File: config.mk
export PLATFORM = sky130hd
export DESIGN_NAME = heartbeat_scan_ctrl
export DESIGN_NICKNAME = d
export VERILOG_FILES = /design/src/rtl/heartbeat_scan_ctrl.sv
export SDC_FILE = /design/constraint.sdc
export NUM_CORES = 1
export LEC_CHECK = 0
export CAP_MARGIN = 20
export CORE_ASPECT_RATIO = 1.2
export CORE_UTILIZATION = 50
export CTS_CLUSTER_DIAMETER = 50
export CTS_CLUSTER_SIZE = 12
export DETAILED_ROUTE_END_ITERATION = 7
export PLACE_DENSITY_LB_ADDON = 0.25
export SETUP_SLACK_MARGIN = 0.2
export SYNTH_ARGS = -nofsm -noshare
export SYNTH_HDL_FRONTEND = slang
export SYNTH_SLANG_ARGS = --single-unit
File: constraint.sdc
create_clock -name clk -period 2.9 [get_ports clk]
set_clock_uncertainty 0.2 [all_clocks]
set_input_delay 0.29 -clock clk [delete_from_list [all_inputs] [get_ports clk]]
set_output_delay 0.29 -clock clk [all_outputs]
set_load 0.01 [all_outputs]
File: src/rtl/heartbeat_scan_ctrl.sv
// Round-robin scheduler time-sharing one heartbeat counter across sensors.
// Optional build macro HB_SCAN_AVG_EN: per-channel two-sample averaging.
module heartbeat_scan_ctrl #(
  parameter int          NUM_CH         = 4,
  parameter int          SETTLE_CYCLES  = 4,
  parameter int          TIMEOUT_CYCLES = 1100,
  parameter logic [7:0]  BPM_LO         = 8'd50,
  parameter logic [7:0]  BPM_HI         = 8'd150
) (
  input  logic              clk,
  input  logic              reset,
  input  logic              enable,
  input  logic [NUM_CH-1:0] chan_mask,
  input  logic [NUM_CH-1:0] pulse_in,
  output logic              dp_pulse,
  output logic              dp_reset,
  input  logic [7:0]        dp_bpm,
  input  logic              dp_new_bpm,
  output logic [2:0]        ch_sel,
  output logic [7:0]        bpm_out,
  output logic [2:0]        bpm_ch,
  output logic              bpm_valid,
  output logic              timeout,
  output logic [NUM_CH-1:0] alarm,
  input  logic [NUM_CH-1:0] alarm_clr,
  output logic              busy
);

  typedef enum logic [2:0] {
    S_IDLE,
    S_SETTLE,
    S_MEASURE,
    S_STORE,
    S_NEXT
  } state_t;

  localparam int CMAX = (TIMEOUT_CYCLES > SETTLE_CYCLES) ?
                        TIMEOUT_CYCLES : SETTLE_CYCLES;
  localparam int CW = $clog2(CMAX + 1);
  localparam logic [CW-1:0] SETTLE_LAST = CW'(SETTLE_CYCLES - 1);
  localparam logic [CW-1:0] TO_LAST     = CW'(TIMEOUT_CYCLES - 1);
  localparam logic [NUM_CH-1:0] ONE     = {{(NUM_CH-1){1'b0}}, 1'b1};

  state_t            state;
  logic [CW-1:0]     cnt;
  logic              meas_done;
  logic [7:0]        raw;
  logic [7:0]        res;
  logic              hit;
  logic [NUM_CH-1:0] set_vec;

  // First set mask bit at or after start, wrapping around the channel count.
  function automatic logic [2:0] pick(
    input logic [NUM_CH-1:0] m,
    input int                start
  );
    logic [2:0]        r;
    logic              found;
    logic [NUM_CH-1:0] sh;
    int                k;
    r     = 3'(start % NUM_CH);
    found = 1'b0;
    for (int i = 0; i < NUM_CH; i++) begin
      k  = (start + i) % NUM_CH;
      sh = m >> k;
      if (!found && sh[0]) begin
        r     = 3'(k);
        found = 1'b1;
      end
    end
    return r;
  endfunction

  always_comb begin
    dp_pulse = 1'b0;
    for (int i = 0; i < NUM_CH; i++) begin
      if (state == S_MEASURE && ch_sel == 3'(i)) begin
        dp_pulse = pulse_in[i];
      end
    end
  end

`ifdef HB_SCAN_AVG_EN
  logic [7:0]        hist [NUM_CH];
  logic [NUM_CH-1:0] hvalid;
  logic [7:0]        h_prev;
  logic              h_ok;
  logic [8:0]        sum;

  always_comb begin
    h_prev = 8'd0;
    h_ok   = 1'b0;
    for (int i = 0; i < NUM_CH; i++) begin
      if (ch_sel == 3'(i)) begin
        h_prev = hist[i];
        h_ok   = hvalid[i];
      end
    end
  end
`endif

  always_comb begin
    meas_done = (state == S_MEASURE) &&
                (dp_new_bpm || cnt == TO_LAST);
    raw = dp_new_bpm ? dp_bpm : 8'd0;
`ifdef HB_SCAN_AVG_EN
    sum = {1'b0, h_prev} + {1'b0, raw};
    res = (dp_new_bpm && h_ok) ? sum[8:1] : raw;
`else
    res = raw;
`endif
    hit = !dp_new_bpm || res < BPM_LO || res > BPM_HI;
    set_vec = (meas_done && hit) ? (ONE << ch_sel) : '0;
  end

  always_ff @(posedge clk) begin
    if (reset) begin
      state     <= S_IDLE;
      cnt       <= '0;
      ch_sel    <= 3'd0;
      bpm_out   <= 8'd0;
      bpm_ch    <= 3'd0;
      bpm_valid <= 1'b0;
      timeout   <= 1'b0;
      alarm     <= '0;
      busy      <= 1'b0;
      dp_reset  <= 1'b1;
    end else begin
      bpm_valid <= 1'b0;
      timeout   <= 1'b0;
      alarm     <= (alarm & ~alarm_clr) | set_vec;
      unique case (state)
        S_IDLE: begin
          if (enable && |chan_mask) begin
            state    <= S_SETTLE;
            ch_sel   <= pick(chan_mask, int'(ch_sel));
            cnt      <= '0;
            busy     <= 1'b1;
            dp_reset <= 1'b1;
          end
        end
        S_SETTLE: begin
          if (cnt == SETTLE_LAST) begin
            state    <= S_MEASURE;
            cnt      <= '0;
            dp_reset <= 1'b0;
          end else begin
            cnt <= cnt + 1'b1;
          end
        end
        S_MEASURE: begin
          // A strobe on the last allowed cycle beats the timeout.
          if (meas_done) begin
            state     <= S_STORE;
            bpm_out   <= res;
            bpm_ch    <= ch_sel;
            bpm_valid <= 1'b1;
            timeout   <= !dp_new_bpm;
          end else begin
            cnt <= cnt + 1'b1;
          end
        end
        S_STORE: begin
          state <= S_NEXT;
        end
        S_NEXT: begin
          if (|chan_mask) begin
            ch_sel <= pick(chan_mask, int'(ch_sel) + 1);
          end
          if (enable && |chan_mask) begin
            state    <= S_SETTLE;
            cnt      <= '0;
            dp_reset <= 1'b1;
          end else begin
            state    <= S_IDLE;
            busy     <= 1'b0;
            dp_reset <= 1'b1;
          end
        end
        default: begin
          state    <= S_IDLE;
          busy     <= 1'b0;
          dp_reset <= 1'b1;
        end
      endcase
    end
  end

`ifdef HB_SCAN_AVG_EN
  // History keeps the published value; a timeout invalidates it.
  always_ff @(posedge clk) begin
    if (reset) begin
      hvalid <= '0;
      for (int i = 0; i < NUM_CH; i++) begin
        hist[i] <= 8'd0;
      end
    end else if (meas_done) begin
      for (int i = 0; i < NUM_CH; i++) begin
        if (ch_sel == 3'(i)) begin
          hist[i]   <= res;
          hvalid[i] <= dp_new_bpm;
        end
      end
    end
  end
`endif

endmodule
==> results.md <==
- Status: complete, no violations
- Pin count of the biggest net entering global routing: 25
- Cell Area, Placed: 0.00254 sq mm
- Num rows: 24
- Routed wire per std cell: 13.7 microns
- Hold_buf cts: 0
- Clock Pin Slew Worst Setup and Hold Paths: about 0.07 ns
- Largest area contributor in the netlist: dfxtp_1
- CTS Buf Count: 5
- Initial drt markers: 176
- Flops & latches, synth: 34
- IO Pins: 47
- H-tree depth: 2
- Warnings from Yosys: 0
- Cell area power density: 435 mW/mm^2
- Antenna Cells: 0
- Logic gate share of total power: 26.0%
- Die W: 60.0 microns
- Final hold viol count: 0
- Detail Placement HPWL: 3560 microns
- First-pass GRT wire length: 7980 microns
- Max-cap viol count: 0
- Synth-to-Final Area Change: 31.3%
- CTS Root Cell: clkbuf_8
- Leak: roughly 0.96 nW
- Max rail drop VDD: 0.385 mV
- Switch Pwr: 0.338 mW
- Total GRT Usage: 24.4%
- Synth top area share: 33.7%
- Cell depth of the worst hold path: 2
- P_int: 0.815 mW
- DRT antenna net count: 0
- Ys async rst share: 0%
- R2R cell count: 8
- Crit path DAT: 2.00 ns
- Fin crit period: 2.49 ns
- Grt ovf: 0
- Sequential share of power: approximately 43%
- Syn Inst Count: 250
- Most numerous cell in the Yosys netlist: nor2_1
- Final wirelength: 4820 microns
- Die area: 0.00429 sq mm
- Synth cell count leaders: 45 x nor2_1, 34 x dfxtp_1, 22 x a21oi_1
- CTS max path bufs: 2
- Post-synthesis sequential area ratio: 33.7%
- Number of flops mapped to enable cells by yosys: 0
- Synth cell types: 53
- Vias/cell: 5.63
- Final Max Tran Viols: 0
- CTS tree: yes
- Design Area, Final: 0.00265 sq mm
- Switch share: 29.3%
- Ys flop type: dfxtp_1
- Worst hold path class: reg2reg
- Share of cells above drive strength 1: 11.0%
- 1st-pass router iterations: 4
- Worst Hold Slack: 0.289 ns
- Final #Nets: 327
- Final core occ: between 70 and 80%
- Required @ worst endpoint: 2.41 ns
- Cell area after synthesis: 0.00202 sq mm
- Critical path class: reg2out
- Detailed-route via count: 1,977
- Drt drc: 0
- Final setup vio count: 0
- Fmax: 0.401 GHz
- Setup bufs post-CTS: 0
- Fill cells: 299
- CORE AREA: 0.00375 sq mm
- Clock sinks: 34
- Initial antenna violation count: 0
- RSZ-0062 raised after global routing: no
- Setup Total Neg Slack: 0 ns
- # port buffers: 44
- Die height: approximately 70 microns
- Pre-CTS WS: approximately 0.19 ns
- Clock power share: 31.5%
- Startpoint Class: register
- Gp weighted congestion: between 0.9 and 1
- Vias in the first global route: 1,822
- Avg Synthesized Cell Area: a little over 8 sq um
- Final period util: a little under nine tenths
- Crit Path Max Fanout: 8
- Worst skew pair latency: 0.29 ns
- Synth top area cells: dfxtp_1 34%, nor2_1 8.4%, a21oi_1 5.5%
- Final worst slack: 0.407 ns
- CP Capture Type: primary output
- Initial Utilization: about 54%
[stage by stage]
stage	instances	total power, mW
after floorplan	251	0.680
after global placement	343	0.783
after detailed placement	343	0.785
after CTS	351	1.15
after global routing	351	1.21
final	351	1.15
[worst max-delay path, cell delays in order (launching register included)]
cell and delay (ns):
dfxtp_4 0.39, inv_1 0.09, buf_4 0.16, ha_1 0.20, nand3b_1 0.17, a21oi_1 0.14, a21oi_1 0.05, nor2_1 0.08
a21oi_1 0.06, nor2_1 0.09, dlygate4sd2_1 0.27
[final cells by class]
type                       instances  area, sq um  share of cell area (%)
sequential                        34          684                    25.8
inverter                           4         15.0                   0.567
clock buffer                       6         82.6                    3.12
clock inverter                     2         12.5                   0.472
tap                               52         65.1                    2.46
multi-input combinational        194         1240                    46.7
timing repair buffer              59          552                    20.8
[sequential cells by signal, indices dropped and copies added (netlist names)]
| signal | flops |
|---|---|
| cnt | 11 |
| alarm | 4 |
| busy | 1 |
| dp_reset | 1 |
| state | 3 |
| bpm_out | 8 |
| bpm_valid | 1 |
| ch_sel | 2 |
| timeout | 1 |
| bpm_ch | 2 |
[logic make-up after synthesis]
family                     Yosys count  synth area share (%)
and+or+nand+nor                    103                  26.6
AOI/OAI and AO/OA                   70                  23.9
DFF                                 34                  33.7
buffers and inverters               23                  5.83
xor gates and xnor gates             9                  3.91
adders and majority gates            5                  3.10
muxes                                5                  2.67
other                                1                 0.186
[cell usage in the layout (no fill, tap or decap), types with 3 or more instances in the layout]
| cell type | count |
|---|---|
| o31ai_1 | 4 |
| nor2b_1 | 9 |
| nor3b_1 | 3 |
| a22oi_1 | 8 |
| ha_1 | 4 |
| xnor2_1 | 8 |
| dfxtp_1 | 33 |
| nor2_1 | 45 |
| buf_4 | 15 |
| and3_1 | 4 |
| clkdlybuf4s50_1 | 43 |
| nand2b_1 | 5 |
| nor4b_1 | 3 |
| or3_1 | 4 |
| o22a_1 | 3 |
| inv_1 | 3 |
| nand3_1 | 4 |
| a211oi_1 | 5 |
| nor3_1 | 8 |
| nand2_1 | 9 |
| o21ai_0 | 7 |
| a21oi_1 | 22 |
| clkbuf_8 | 6 |
[routing by layer]
| layer | GRT usage (%) | wire [microns] | up-vias |
|---|---|---|---|
| li1 | - | - | 995 |
| met1 | 28.6 | 2040 | 918 |
| met2 | 41.9 | 2480 | 56 |
| met3 | 6.32 | 226 | 8 |
| met4 | 9.04 | 69 | 0 |
| met5 | 0 | 0 | - |
[power groups by stage]
stage / sequential [mW] / clock (mW) / combinational [mW]
floorplan: 0.501 / 0 / 0.179
detailed placement: 0.500 / 0 / 0.286
global route: 0.491 / 0.391 / 0.330
finish: 0.490 / 0.363 / 0.300
CTS: 0.490 / 0.371 / 0.287
global placement: 0.499 / 0 / 0.284
[worst paths after layout]
path	startpoint	to	slack, ns
worst max-delay path	ch_sel[1]	dp_pulse	0.41
worst min-delay path	bpm_ch[1]	bpm_ch[1]	0.29
worst max register to register	ch_sel[1]	ch_sel[0]	0.41
worst min register to register	bpm_ch[1]	bpm_ch[1]	0.29
[what timing repair did]
action	4_1_cts	5_1_grt
pin swaps	0	1
hold endpoints to repair	0	0
cloned	0	0
resized for setup	3	3
setup endpoints to repair	2	1
No activity file was read; power rests on OpenSTA's default activity.
